===== config.mk =====
export PLATFORM = sky130hd
export DESIGN_NAME = sdram_host_arbiter
export DESIGN_NICKNAME = d
export VERILOG_FILES = /design/src/rtl/sdram_host_arbiter.sv
export SDC_FILE = /design/constraint.sdc
export NUM_CORES = 1
export LEC_CHECK = 0
export ABC_AREA = 1
export BUFFER_PORTS_ARGS = -buffer_cell sky130_fd_sc_hd__buf_4
export CAP_MARGIN = 20
export CELL_PAD_IN_SITES_DETAIL_PLACEMENT = 1
export CELL_PAD_IN_SITES_GLOBAL_PLACEMENT = 1
export CORE_MARGIN = 8
export CORE_UTILIZATION = 31
export DETAILED_ROUTE_END_ITERATION = 8
export GPL_TIMING_DRIVEN = 0
export PLACE_DENSITY_LB_ADDON = 0.2
export SLEW_MARGIN = 0
export SYNTH_ARGS = -nofsm -noshare
export SYNTH_HDL_FRONTEND = slang
export SYNTH_SLANG_ARGS = --single-unit
export TNS_END_PERCENT = 10

===== constraint.sdc =====
create_clock -name clk_sys -period 2.53 [get_ports clk_sys]
set_clock_uncertainty 0.05 [all_clocks]
set_input_delay 0.1265 -clock clk_sys [delete_from_list [all_inputs] [get_ports clk_sys]]
set_output_delay 0.1265 -clock clk_sys [all_outputs]
set_load 0.02 [all_outputs]

===== src/rtl/sdram_host_arbiter.sv =====
// Two-port arbiter in front of the SDRAM controller host port: grants one requester,
// issues a single command pulse, tracks completion/timeout. Define SDRAM_ARB_RR_EN for round-robin.
`timescale 1ns/1ps
module sdram_host_arbiter #(
  parameter int ADDR_W  = 24,
  parameter int DATA_W  = 16,
  parameter int TIMEOUT = 255
) (
  input  logic              clk_sys,
  input  logic              rst,
  input  logic              p0_req,
  input  logic              p0_we,
  input  logic [ADDR_W-1:0] p0_addr,
  input  logic [DATA_W-1:0] p0_wdata,
  output logic              p0_ack,
  output logic [DATA_W-1:0] p0_rdata,
  input  logic              p1_req,
  input  logic              p1_we,
  input  logic [ADDR_W-1:0] p1_addr,
  input  logic [DATA_W-1:0] p1_wdata,
  output logic              p1_ack,
  output logic [DATA_W-1:0] p1_rdata,
  output logic              arb_err,
  output logic              host_wr_req,
  output logic              host_rd_req,
  output logic [ADDR_W-1:0] host_addr,
  output logic [DATA_W-1:0] host_data_in,
  input  logic [DATA_W-1:0] host_data_out,
  input  logic              host_busy,
  input  logic              host_rd_valid,
  output logic              grant
);

  typedef enum logic [1:0] {S_IDLE, S_ISSUE, S_ACCEPT, S_DONE} state_t;

  localparam logic [7:0] TMO = 8'(TIMEOUT);

  state_t              state_q;
  logic                we_q;
  logic [7:0]          cnt_q;
  logic                grant_q;
  logic [ADDR_W-1:0]   addr_q;
  logic [DATA_W-1:0]   wdata_q;
  logic [DATA_W-1:0]   p0_rdata_q, p1_rdata_q;
  logic                p0_ack_q, p1_ack_q, arb_err_q;
  logic                wr_req_q, rd_req_q;

  logic                start_d, win_d, active_d, rd_fin_d, wr_fin_d, fin_d, tmo_d;

  always_comb begin
    // The ack cycle is skipped so a requester dropping req after its ack is not re-granted.
    start_d  = (p0_req || p1_req) && !host_busy && !(p0_ack_q || p1_ack_q);
`ifdef SDRAM_ARB_RR_EN
    if (p0_req && p1_req) win_d = ~grant_q;
    else                  win_d = p1_req;
`else
    win_d    = !p0_req;
`endif
    active_d = (state_q == S_ACCEPT) || (state_q == S_DONE);
    rd_fin_d = active_d && !we_q && host_rd_valid;
    wr_fin_d = (state_q == S_DONE) && we_q && !host_busy;
    fin_d    = rd_fin_d || wr_fin_d;
    tmo_d    = active_d && !fin_d && (cnt_q >= TMO);
  end

  always_ff @(posedge clk_sys or posedge rst) begin
    if (rst) begin
      state_q    <= S_IDLE;
      we_q       <= 1'b0;
      cnt_q      <= '0;
      grant_q    <= 1'b0;
      addr_q     <= '0;
      wdata_q    <= '0;
      p0_rdata_q <= '0;
      p1_rdata_q <= '0;
      p0_ack_q   <= 1'b0;
      p1_ack_q   <= 1'b0;
      arb_err_q  <= 1'b0;
      wr_req_q   <= 1'b0;
      rd_req_q   <= 1'b0;
    end else begin
      p0_ack_q  <= 1'b0;
      p1_ack_q  <= 1'b0;
      arb_err_q <= 1'b0;
      wr_req_q  <= 1'b0;
      rd_req_q  <= 1'b0;
      case (state_q)
        S_IDLE: begin
          if (start_d) begin
            grant_q <= win_d;
            we_q    <= win_d ? p1_we    : p0_we;
            addr_q  <= win_d ? p1_addr  : p0_addr;
            wdata_q <= win_d ? p1_wdata : p0_wdata;
            state_q <= S_ISSUE;
          end
        end
        S_ISSUE: begin
          wr_req_q <= we_q;
          rd_req_q <= !we_q;
          cnt_q    <= '0;
          state_q  <= S_ACCEPT;
        end
        S_ACCEPT, S_DONE: begin
          if (fin_d || tmo_d) begin
            p0_ack_q  <= !grant_q;
            p1_ack_q  <= grant_q;
            arb_err_q <= tmo_d;
            if (rd_fin_d) begin
              if (grant_q) p1_rdata_q <= host_data_out;
              else         p0_rdata_q <= host_data_out;
            end
            state_q <= S_IDLE;
          end else if ((state_q == S_ACCEPT) && host_busy) begin
            cnt_q   <= '0;
            state_q <= S_DONE;
          end else begin
            cnt_q <= cnt_q + 8'd1;
          end
        end
        default: state_q <= S_IDLE;
      endcase
    end
  end

  assign p0_ack       = p0_ack_q;
  assign p1_ack       = p1_ack_q;
  assign p0_rdata     = p0_rdata_q;
  assign p1_rdata     = p1_rdata_q;
  assign arb_err      = arb_err_q;
  assign host_wr_req  = wr_req_q;
  assign host_rd_req  = rd_req_q;
  assign host_addr    = addr_q;
  assign host_data_in = wdata_q;
  assign grant        = grant_q;

endmodule


==> results.ini <==
[cells_and_area]
postLayoutCoreUtil_pct=47.0
num-fill-cells=1484
nNetsFinal=712
fin_area_mm2=0.00596
drive_above_1_share_pct=39.9
layout_common_cells=buf_4, nand2_1, dfrtp_1
fin_cells=784
num_antenna_cells=0
final_common_cell=buf_4
syn_to_final_growth_pct=48.1

[clock_network]
htree_levels=3
cts_tree=yes
clk_latency_ns=0.34
cts_root_buf=clkbuf_16
cts_resized=0
cts_buffers=9
clkTransAtPathRegs_ns=0.07
postCtsSetupBuffers=0
cts.sinks=89
clk_path_buf_depth=2
hold_buffers=1

[power_and_ir_drop]
max-vdd-ir-drop_mv=0.354
leakagePower_nw=3.20
total_power_mw=6.93
p_per_area_mw_per_mm2=1160

[timing]
finalHoldViolCount=0
fmax_ghz=0.562
tightest_slew_ns=0.562
rsz0062_at_grt=false
finalMaxSlewViolations=0
finalCritPeriodShare_pct=70.3
min_period_ns=1.78
relSlewSlack_pct=62.6
finalSetupViolCount=0
fin_ws_ns=0.751

[yosys]
syn_nets=519
ys_seq_area_share_pct=55.3
postSynthAreaPerCell_um2=9.72
yosys-top-cells-area=dfrtp_1, nand2_1, mux2i_1
synth-seq-cells=89
synth_cells=414
syn_area_mm2=0.00402
ys_types=23
yosys.area.top_type_share_pct=55.3
synth_area_leader_cell=dfrtp_1
yosys_warnings=0

[die]
coreArea_mm2=0.0127
die-area_mm2=0.0169
ios=182
fp.dieH_um=130
initial_core_util_pct=31.8
die_x_um=130
rows=41

[placement]
dp.cells=767
dp_hpwl_um=10500
placed_area_mm2=0.00562
pre_cts_slack_ns=0.729
place.gp.congestion=0.765
port_buffers=180

[worst_setup_path]
worstPathArrival_ns=2.00
crit_path_max_fanout=6
critPathSlowestCell=dfrtp_1
startpoint_type=flop
cpPeakStageDelay_ns=0.42
r2r_cells=8
r2r_end=cnt_q[2]$_DFFE_PP0P_
critPathCapture=cnt_q[2]$_DFFE_PP0P_
crit_top_cell=nand2_1
startpoint=cnt_q[0]$_DFFE_PP0P_
ff2ff_setup_slack_ns=0.75
worstSetupEndpointType=flop
worstPathRequired_ns=2.75
reg2reg_from=cnt_q[0]$_DFFE_PP0P_
crit_chain=ha_1 -> nand3_1 -> inv_1 -> nand2_1 -> nand4_1 -> inv_1 -> nand2_1 -> nand2_1
crit_type=flop to flop

[route]
drt_pass1_iterations=4
wl_um=13200
drtAntennaViolNets=0
viasPerCell=4.60
remaining_drc_errors=0
via_count=3603
routedWlPerCell_um=16.8
drtIter0Drc=110

[global_routing]
overflow=0
grt_pass1_vias=4186
track_usage_pct=16.1
antenna_found_initial=0
grt_max_degree=49
grt_pass1_wl_um=21300

[min_path]
whs_path_depth=3
hold_class=primary input to flop

[flow_run]
max-cap-violations=0

[outcome]
status=complete, no violations

-- registers in the layout, summed over array words and instances (netlist names), 2 cells and up --
| signal | cells |
|---|---|
| state_q | 2 |
| host_data_in | 16 |
| cnt_q | 8 |
| host_addr | 24 |
| p0_rdata | 16 |
| p1_rdata | 16 |
-- cells by family (layout without fill, tap and decap cells) --
family	Yosys count	in the layout	share of synthesized area (%)
compound gates	80	80	12.1
flops	89	89	55.3
buf+inv	56	254	7.06
mux	42	42	10.4
xor+xnor	3	3	0.653
simple gates	143	143	14.1
fa+ha+maj	1	1	0.311
-- cells in the mapped netlist --
library cell / number
or2_4: 1
nand4_1: 1
mux2i_1: 42
nand2_1: 118
inv_2: 1
nand3_1: 7
nor3_1: 1
nor2_2: 1
ha_1: 1
o21ai_1: 19
inv_1: 33
clkbuf_1: 3
dfrtp_1: 89
buf_6: 8
xor2_1: 3
o21bai_1: 1
buf_2: 11
nand3_2: 1
o21ai_0: 38
nor2_1: 11
nand2_2: 1
o21ai_2: 22
nor4_1: 1
-- report_power, final --
part           leakage [nW]  internal (mW)  switching, mW  total (mW)
registers              1.13           2.02          0.389        2.41
logic                  1.91           1.26           1.78        3.04
clock network         0.162          0.878          0.600        1.48
-- stage by stage --
stage,hold slack [ns],TNS (ns)
final,0.00959,0
after CTS,0.000337,0
after global placement,0.360,-98.51
after detailed placement,0.185,0
after floorplan,0.235,0
after global routing,0.0206,0
-- metal layers --
layer  part of all wire (%)  GRT usage, %
met1                     38          17.2
met4                    1.4          4.64
met5                      0             0
met3                    7.0          6.12
met2                     54          28.9
-- critical path, delay by kind of cell (launching register included) --
kind / cells / cell delay (ns)
buffers and inverters: 2 / 0.29
adder cells (fa/ha/maj): 1 / 0.24
flip-flops: 1 / 0.42
AND/OR/NAND/NOR: 5 / 0.73
-- layout make-up --
cell class	count	area, um^2	share of cell area (%)
sequential	89	2230	37.4
multi-input combinational	269	1510	25.4
timing repair buffer	182	1390	23.3
clock buffer	9	225	3.78
tap	172	215	3.61
buffer	22	156	2.62
inverter	34	130	2.18
clock inverter	7	103	1.72
-- how the worst min path moves through the flow --
stage,to,start,slack [ns]
after floorplan,p0_rdata[10]$_DFFE_PP0P_,host_data_out[10],0.24
after global placement,p1_rdata[0]$_DFFE_PP0P_,host_data_out[0],0.36
after detailed placement,host_addr[7]$_DFFE_PP0P_,rst,0.19
after CTS,p0_rdata[15]$_DFFE_PP0P_,host_data_out[15],0.0003
after global routing,p0_rdata[5]$_DFFE_PP0P_,host_data_out[5],0.02
final,p0_rdata[15]$_DFFE_PP0P_,host_data_out[15],0.01
Power figures use the tool's default switching activity.
